[src/rtl/ins_fetch_51.sv]
`default_nettype none
// ============================================================================
//  Module      : ins_fetch_51
//  Description : Instruction fetch stage. It reads one word per cycle from a
//                combinational instruction memory into a 2-entry {instr, pc}
//                FIFO, and it handles redirects and stop-fetch (halt).
//  Revision    : 1.0  initial release
// ============================================================================
module ins_fetch_51 #(
    parameter logic [31:0] RESET_PC = 32'h00000000,
    parameter logic [31:0] NOP_WORD = 32'h0000003F
) (
    input  logic        clk_51,
    input  logic        rst_n_51,
    output logic [31:0] raddr_51,
    input  logic [31:0] rdata_51,
    output logic [31:0] instr_51,
    output logic [31:0] ipc_51,
    output logic        valid_51,
    input  logic        ready_51,
    input  logic        redirect_51,
    input  logic [31:0] target_51,
    input  logic        halt_51,
    output logic [15:0] fetch_cnt_51
);

    // The PC is always word aligned, so the reset address is forced to alignment.
    localparam logic [31:0] RESET_PC_AL = {RESET_PC[31:2], 2'b00};

    typedef enum logic [1:0] {
        S_IDLE = 2'd0,
        S_RUN  = 2'd1,
        S_HALT = 2'd2
    } state_t;

    state_t      state_q, state_d;
    logic [31:0] pc_q, pc_d;
    logic [1:0]  count_q, count_d;
    logic [31:0] instr0_q, instr0_d, ipc0_q, ipc0_d;   // slot 0 is the head
    logic [31:0] instr1_q, instr1_d, ipc1_q, ipc1_d;
    logic [15:0] fcnt_q, fcnt_d;
    logic        pop_w;
    logic        push_w;
    logic        unused_tgt_lo;

    // The low target bits are dropped because redirects align down to a word.
    assign unused_tgt_lo = &{1'b0, target_51[1:0]};

    // Head of the FIFO is presented to decode. When the FIFO is empty, a NOP is shown at the current PC.
    assign raddr_51     = pc_q;
    assign valid_51     = (count_q != 2'd0);
    assign instr_51     = valid_51 ? instr0_q : NOP_WORD;
    assign ipc_51       = valid_51 ? ipc0_q   : pc_q;
    assign fetch_cnt_51 = fcnt_q;

    // Next-state logic: redirect overrides everything, else capture/pop/halt.
    always_comb begin
        state_d  = state_q;
        pc_d     = pc_q;
        count_d  = count_q;
        instr0_d = instr0_q;
        ipc0_d   = ipc0_q;
        instr1_d = instr1_q;
        ipc1_d   = ipc1_q;
        fcnt_d   = fcnt_q;
        pop_w    = 1'b0;
        push_w   = 1'b0;

        if ((state_q != S_IDLE) && redirect_51) begin
            count_d = 2'd0;
            pc_d    = {target_51[31:2], 2'b00};
            state_d = S_RUN;
        end else begin
            case (state_q)
                S_IDLE:  state_d = S_RUN;
                S_RUN:   if (halt_51) state_d = S_HALT;
                default: state_d = state_q;
            endcase

            pop_w  = valid_51 && ready_51;
            push_w = (state_q == S_RUN) && !halt_51 && ((count_q != 2'd2) || pop_w);

            if (push_w) begin
                pc_d = pc_q + 32'd4;
                if (fcnt_q != 16'hFFFF) begin
                    fcnt_d = fcnt_q + 16'd1;
                end
            end

            case ({push_w, pop_w})
                2'b01: begin
                    instr0_d = instr1_q;
                    ipc0_d   = ipc1_q;
                    count_d  = count_q - 2'd1;
                end
                2'b10: begin
                    if (count_q == 2'd0) begin
                        instr0_d = rdata_51;
                        ipc0_d   = pc_q;
                    end else begin
                        instr1_d = rdata_51;
                        ipc1_d   = pc_q;
                    end
                    count_d = count_q + 2'd1;
                end
                2'b11: begin
                    if (count_q == 2'd1) begin
                        instr0_d = rdata_51;
                        ipc0_d   = pc_q;
                    end else begin
                        instr0_d = instr1_q;
                        ipc0_d   = ipc1_q;
                        instr1_d = rdata_51;
                        ipc1_d   = pc_q;
                    end
                end
                default: count_d = count_q;
            endcase
        end
    end

    // State, PC, FIFO and counter registers with asynchronous reset.
    always_ff @(posedge clk_51 or negedge rst_n_51) begin
        if (!rst_n_51) begin
            state_q  <= S_IDLE;
            pc_q     <= RESET_PC_AL;
            count_q  <= 2'd0;
            instr0_q <= NOP_WORD;
            ipc0_q   <= 32'd0;
            instr1_q <= NOP_WORD;
            ipc1_q   <= 32'd0;
            fcnt_q   <= 16'd0;
        end else begin
            state_q  <= state_d;
            pc_q     <= pc_d;
            count_q  <= count_d;
            instr0_q <= instr0_d;
            ipc0_q   <= ipc0_d;
            instr1_q <= instr1_d;
            ipc1_q   <= ipc1_d;
            fcnt_q   <= fcnt_d;
        end
    end

endmodule
`default_nettype wire

[config.mk]
export PLATFORM = sky130hd
export DESIGN_NAME = ins_fetch_51
export DESIGN_NICKNAME = d
export VERILOG_FILES = /design/src/rtl/ins_fetch_51.sv
export SDC_FILE = /design/constraint.sdc
export NUM_CORES = 1
export LEC_CHECK = 0
export ABC_CLOCK_PERIOD_IN_PS = 3750
export BUFFER_PORTS_ARGS = -buffer_cell sky130_fd_sc_hd__buf_2
export CELL_PAD_IN_SITES_DETAIL_PLACEMENT = 2
export CELL_PAD_IN_SITES_GLOBAL_PLACEMENT = 2
export CORE_MARGIN = 5
export CORE_UTILIZATION = 40
export DETAILED_ROUTE_END_ITERATION = 8
export PLACE_DENSITY = 0.84
export SLEW_MARGIN = 20
export SYNTH_ARGS = -nofsm -noshare
export SYNTH_HDL_FRONTEND = slang
export SYNTH_SLANG_ARGS = --single-unit
[constraint.sdc]
create_clock -name clk_51 -period 3.75 [get_ports clk_51]
set_input_delay 0.75 -clock clk_51 [delete_from_list [all_inputs] [get_ports clk_51]]
set_output_delay 0.75 -clock clk_51 [all_outputs]
set_load 0.05 [all_outputs]
==> metrics.md, run 1 <==
| Metric | Value |
|---|---|
| FF-to-FF path depth | 7 |
| Total Die Area | 25900 um^2 |
| Slew margin rel. | 0.401 |
| Initial core utilization | 0.404 |
| Most frequent cell after synthesis | mux2_2 |
| Worst setup SP type | register |
| Non-Filler Instances | 1208 |
| Worst-Margin Slew | 0.876 ns |
| Ys async rst share | 1.00 |
| Count of input and output buffers | 177 |
| Vias per cell | 5.52 |
| CTS Hold Bufs | 0 |
| Setup Viol. Count Final | 0 |
| DRC violations left | 0 |
| Post-layout util | 0.483 |
| Post-synth top flop | dfrtp_1 |
| FILL cells | 2276 |
| DR vias | 6664 |
| Drt initial violations | 234 |
| Post_cts resized | 0 |
| Crit Path Class | reg -> out |
| Number of nets in the layout | 980 |
| Yosys cell types | 63 |
| Placed insts | 1172 |
| Clock-pin slew on the worst setup and hold paths | 0.08 ns |
| IO Pins | 182 |
| Core ar. | 22600 um^2 |
| First-pass GRT wire length | 43.8 mm |
| Min Tclk post-route | 3.14 ns |
| Share of layout cells above drive strength 1 | 0.499 |
| Yosys top cell by area | dfrtp_1 |
| Pin count of the biggest net entering global routing | 78 |
| Clock root buffer | clkbuf_16 |
| Max Fclk | 318 MHz |
| PD cells | 913 nW/um^2 |
| Area contributors post-synth | dfrtp_1 (45%), mux2_2 (25%), dfstp_2 (3.5%) |
| CP endpoint kind | output pin |
| Clock Skews | 0.0150 ns |
| Syn Area/Cell | 12.2 um^2 |
| CTS H-tree lvls | 4 |
| Status | completed |
| Setup TNS Final | 0 ns |
| Hold Crit Class | in -> async |
| CTS sink cnt | 175 |
| MaxCap Viol Count | 0 |
| Synth Register Bits | 175 |
| Post-CTS setup buffers | 0 |
| Clock Path Buffers | 2 |
| Row Count | 55 |
| Yosys top cell area share | 0.447 |
| Remaining Overflow, GRT | 0 |
| Die Height | 161 um |
| Sequential share of the synthesized area | 0.482 |
| Clock Latency Late Sink | 0.43 ns |
| Number of buffers created by CTS | 17 |
| Max VDD drop | 0.000448 V |
| Final Hold Viols | 0 |
| Worst Path Arrival | 2.39 ns |
| Drt total wl | 27.6 mm |
| Initial antenna violation count | 3 |
| Post-synth top cells | mux2_2 (203), dfrtp_1 (163), nor2b_1 (28), nor2_1 (27), nand2_1 (24) |
| Static leakage | 4.55 nW |
| Routability Congestion | 0.786 |
| Remaining antenna violation count after routing | 0 |
| Post-synth EDFFs | 0 |
| Worst EP required | 3.00 ns |
| CP Max Fanout | 27 |
| GRT Total Usage | 0.212 |
| Mapped Cells | 750 |
| CTS tree | yes |
| Fin crit share | 0.838 |
| Vias in the first global route | 7718 |
| Area growth from synthesis to layout | 19.6% |
| Detailed Place HPWL | 18.4 mm |
| DRT Pass-1 Iters | 4 |
| Warnings from Yosys | 0 |
| Die X | 161 um |
| Cell area after synthesis | 9120 um^2 |
| Slew Viols, Final | 0 |
| RSZ-0062 raised after global routing | no |
| Drt wl/cell | 22.8 um |
-- area by class of cell --
type                       count  area (um^2)  area share
multi-input combinational    513         4420       0.405
sequential                   175         4390       0.403
timing repair buffer         191         1080      0.0994
clock buffer                  19          443      0.0406
tap                          285          357      0.0327
clock inverter                13          176      0.0162
inverter                       8         30.0     0.00275
antenna                        4         10.0    0.000917
-- power by group --
part           internal, mW  switching (mW)
Clock                  1.08           0.826
Sequential             2.69           0.520
Combinational          1.83            3.01
-- registers in the layout (all words and copies together) (netlist names) --
register      count
ipc0_q           31
state_q           2
count_q           2
instr1_q         32
instr0_q         32
ipc1_q           30
fetch_cnt_51     16
raddr_51         30
-- routing by layer --
metal	vias to the layer above	track usage	routed length, um
met4	0	0.0566	492
met3	31	0.0375	741
met2	111	0.380	14500
li1	3050	-	-
met5	-	0	0
met1	3472	0.266	11800
-- worst paths after layout --
path / startpoint / end / slack [ns]
worst max-delay path: count_q[1]$_DFFE_PN0P_ / ipc_51[4] / 0.61
worst min-delay path: rst_n_51 / ipc0_q[10]$_DFFE_PN0P_ / 0.33
min in group clk_51: instr1_q[27]$_DFFE_PN0P_ / instr1_q[27]$_DFFE_PN0P_ / 0.48
worst min register to register: instr1_q[27]$_DFFE_PN0P_ / instr1_q[27]$_DFFE_PN0P_ / 0.48
max in group asynchronous: rst_n_51 / instr1_q[2]$_DFFE_PN1P_ / 2.46
worst max register to register: count_q[1]$_DFFE_PN0P_ / raddr_51[26]$_DFFE_PN0P_ / 0.85
-- critical path, stage by stage, from the launching register on --
cell and delay (ns):
dfrtp_1 0.40, inv_1 0.17, ha_4 0.39, buf_4 0.37
mux2_2 0.41, buf_2 0.22
-- cell families (layout without fill, tap and decap cells) --
logic type | count (synthesis) | in the layout | share of synthesized area
fa+ha+maj | 5 | 5 | 0.00686
buf+inv | 63 | 231 | 0.0370
other cells | 1 | 6 | 0.000411
compound gates | 77 | 77 | 0.0615
simple gates | 189 | 189 | 0.122
xor+xnor | 19 | 19 | 0.0182
mux | 221 | 221 | 0.272
flops | 175 | 175 | 0.482
-- through the flow --
| step | hold WS (ns) | instance area (um^2) | worst slack, ns | total power, mW |
|---|---|---|---|---|
| 2_1_floorplan | 0.450 | 9130 | 0.875 | 6.85 |
| 3_3_place_gp | 0.463 | 10300 | 0.705 | 7.85 |
| 3_5_place_dp | 0.471 | 10300 | 0.628 | 8.10 |
| 4_1_cts | 0.379 | 10900 | 0.563 | 10.1 |
| 5_1_grt | 0.383 | 10900 | 0.480 | 10.5 |
| 6_report | 0.332 | 10900 | 0.609 | 9.96 |
-- cells in the final DEF, fill, tap and decap left out, types with 4 or more instances in the layout --
cell,n
a21oi_1,6
a31oi_1,22
and3_1,7
buf_12,7
buf_2,176
buf_4,7
clkbuf_16,17
clkinvlp_4,5
dfrtp_1,163
dfstp_2,12
diode_2,4
ha_1,4
inv_1,8
mux2_1,15
mux2_2,203
nand2_1,24
nand3_1,20
nand4_1,16
nor2_1,27
nor2b_1,28
nor4_1,5
o211ai_1,4
o21ai_0,17
o31ai_1,8
or2_2,8
or3_1,11
or4_1,12
xnor2_1,17
No activity file was read; power rests on OpenSTA's default activity.
==> inputs of run 2 (changes only) <==
--- a/config.mk
+++ b/config.mk
@@ -5,14 +5,14 @@
 export SDC_FILE = /design/constraint.sdc
 export NUM_CORES = 1
 export LEC_CHECK = 0
-export ABC_CLOCK_PERIOD_IN_PS = 3750
+export ABC_CLOCK_PERIOD_IN_PS = 2900
 export BUFFER_PORTS_ARGS = -buffer_cell sky130_fd_sc_hd__buf_2
 export CELL_PAD_IN_SITES_DETAIL_PLACEMENT = 2
 export CELL_PAD_IN_SITES_GLOBAL_PLACEMENT = 2
 export CORE_MARGIN = 5
-export CORE_UTILIZATION = 40
+export CORE_UTILIZATION = 37
 export DETAILED_ROUTE_END_ITERATION = 8
-export PLACE_DENSITY = 0.84
+export PLACE_DENSITY = 0.79
 export SLEW_MARGIN = 20
 export SYNTH_ARGS = -nofsm -noshare
 export SYNTH_HDL_FRONTEND = slang
==> constraint.sdc (replaced) <==
create_clock -name clk_51 -period 2.9 [get_ports clk_51]
set_input_delay 0.58 -clock clk_51 [delete_from_list [all_inputs] [get_ports clk_51]]
set_output_delay 0.58 -clock clk_51 [all_outputs]
set_load 0.05 [all_outputs]
==> run 2 against run 1 <==
Against the previous run: die area is 7.6% higher; clock power increased by 24%; sequential share of layout area is 0.39 points lower; combinational power rose by 30%; cell count grew 4.3%; via count increased by 1.8%; setup slack lost 0.46 ns; total power rose by 28%; sequential power grew 27%; register-to-register slack got worse by 0.63 ns; sequential cell count did not move; critical endpoint is now ipc_51[22]; largest cell class unchanged.
==> metrics.md, run 2 (synthesized netlist as in run 1, its figures left out) <==
| Metric | Value |
|---|---|
| Status | completed |
| Remaining Overflow, GRT | 0 (unchanged) |
| Largest regs | instr0_q: 32 flops, instr1_q: 32 flops, ipc0_q: 31 flops |
| Clock Skews | 0.0121 ns (-0.00291 ns) |
| Worst-Margin Slew | 0.728 ns (-0.148 ns) |
| Slew margin rel. | 0.515 (+0.114) |
| Number of nets in the layout | 995 (+1.5%) |
| Count of input and output buffers | 177 (unchanged) |
| Worst setup SP type | register |
| DRT Pass-1 Iters | 4 (unchanged) |
| Clock Path Buffers | 2 (unchanged) |
| Crit Path Class | reg -> out |
| Area of the multi-input gates | 4420 um^2 (unchanged) |
| Share of layout cells above drive strength 1 | 0.507 (+0.00804) |
| CP Max Fanout | 52 (+93%) |
| Post-layout util | 0.453 (-0.0304) |
| Remaining antenna violation count after routing | 0 (unchanged) |
| FILL cells | 2501 (+9.9%) |
| GRT Total Usage | 0.197 (-0.0151) |
| IO Pins | 182 (unchanged) |
| Clock-pin slew on the worst setup and hold paths | 0.07 ns (about the same) |
| Max Fclk | 364 MHz |
| Most frequent cells in the layout | mux2_2 (203), buf_2 (176), dfrtp_1 (163) |
| Commonest non-fill, non-tap cell in the layout | mux2_2 |
| Worst EP required | 2.32 ns (-0.68 ns) |
| Clock Latency Late Sink | 0.43 ns (about the same) |
| Routability Congestion | 0.825 (+4.9%) |
| Setup Viol. Count Final | 0 (unchanged) |
| First-pass GRT wire length | 44.1 mm (+0.69%) |
| Clock root buffer | clkbuf_16 |
| Fin crit share | 0.947 |
| CTS Hold Bufs | 0 (unchanged) |
| Vias in the first global route | 7720 (+0.026%) |
| Max VDD drop | 0.000588 V (+31%) |
| Register Area | 4390 um^2 (unchanged) |
| Min Tclk post-route | 2.75 ns |
| Drt initial violations | 270 (+15%) |
| Number of buffers created by CTS | 17 (unchanged) |
| DRC violations left | 0 (unchanged) |
| Die X | 167 um (+3.7%) |
| Slew Viols, Final | 0 (unchanged) |
| Vias per cell | 5.39 (-2.4%) |
| RSZ-0062 raised after global routing | no |
| Static leakage | 4.61 nW (+1.4%) |
| MaxCap Viol Count | 0 (unchanged) |
| Worst Path Arrival | 2.17 ns (-0.22 ns) |
| Area growth from synthesis to layout | 20.8% |
| Post_cts resized | 0 (unchanged) |
| Tot Pwr | 12.7 mW (+28%) |
| Initial core utilization | 0.375 (-0.0290) |
| Drt total wl | 27.2 mm (-1.5%) |
| Setup TNS Final | 0 ns (unchanged) |
| CP endpoint kind | output pin |
| CTS H-tree lvls | 4 (unchanged) |
| Final Hold Viols | 0 (unchanged) |
| Core ar. | 24300 um^2 (+7.7%) |
| Die Height | 167 um (+3.7%) |
| Row Count | 57 (+3.6%) |
| Post-CTS setup buffers | 0 (unchanged) |
| Detailed Place HPWL | 18.5 mm (+0.19%) |
| Total Die Area | 27900 um^2 (+7.6%) |
| Hold Crit Class | in -> async |
| CTS sink cnt | 175 (unchanged) |
| CTS tree | yes |
| PD cells | 1160 nW/um^2 (+27%) |
| Pin count of the biggest net entering global routing | 67 (-14%) |
| Drt wl/cell | 21.6 um (-5.5%) |
| Initial antenna violation count | 5 (+2) |
| DR vias | 6787 (+1.8%) |
## run 2: cell types whose count changed in the layout (fill, tap and decap cells not counted), sizes merged
cell | previous run | this run
inv | 12 | 14
diode | 4 | 2
clkinvlp | 5 | 3
buf | 191 | 206
clkinv | 1 | 2
bufinv | 3 | 2
## run 2: path summary, 6_finish.rpt
check	slack, ns	cells past startpoint	end	startpoint
worst max register to register	0.22	8	raddr_51[30]$_DFFE_PN0P_	count_q[1]$_DFFE_PN0P_
max in group asynchronous	2.00	2	count_q[1]$_DFFE_PN0P_	rst_n_51
worst min register to register	0.48	1	instr1_q[27]$_DFFE_PN0P_	instr1_q[27]$_DFFE_PN0P_
worst max-delay path	0.15	5	ipc_51[22]	count_q[1]$_DFFE_PN0P_
min in group clk_51	0.37	3	raddr_51[2]$_DFFE_PN0P_	target_51[2]
worst min-delay path	0.14	1	ipc1_q[9]$_DFFE_PN0P_	rst_n_51
## run 2: layer usage
layer / vias to the layer above / GRT usage / routed length, um
met3: 36 / 0.0467 / 1250
met2: 135 / 0.350 / 14200
met5: - / 0 / 34
li1: 3079 / - / -
met1: 3531 / 0.245 / 11400
met4: 6 / 0.0420 / 355
## run 2: layout make-up
type / instances / share of cell area
multi-input combinational: 513 / 0.401
sequential: 175 / 0.399
timing repair buffer: 206 / 0.106
clock buffer: 19 / 0.0402
tap: 324 / 0.0368
clock inverter: 13 / 0.0137
inverter: 8 / 0.00273
antenna: 2 / 0.000454
## run 2: stage by stage
step                instance area (um^2)  hold WS, ns  cells  worst slack [ns]
floorplan                           9130        0.284    751             0.195
global placement                   10400        0.462   1226             0.141
detailed placement                 10400        0.471   1226            0.0761
CTS                                11000        0.170   1258             0.119
global route                       11000        0.177   1260          0.000255
finish                             11000        0.136   1260             0.153
## run 2: critical path, cell delays in order (launching register included)
cell and delay (ns):
dfrtp_1 0.39, inv_1 0.16, ha_4 0.25, buf_12 0.28
mux2_2 0.40, buf_2 0.22
## run 2: power by group
group	switching, mW	leakage, nW	internal [mW]
clock	1.06	0.283	1.31
combinational	3.88	2.27	2.39
sequential	0.609	2.06	3.48
total	5.55	4.61	7.19
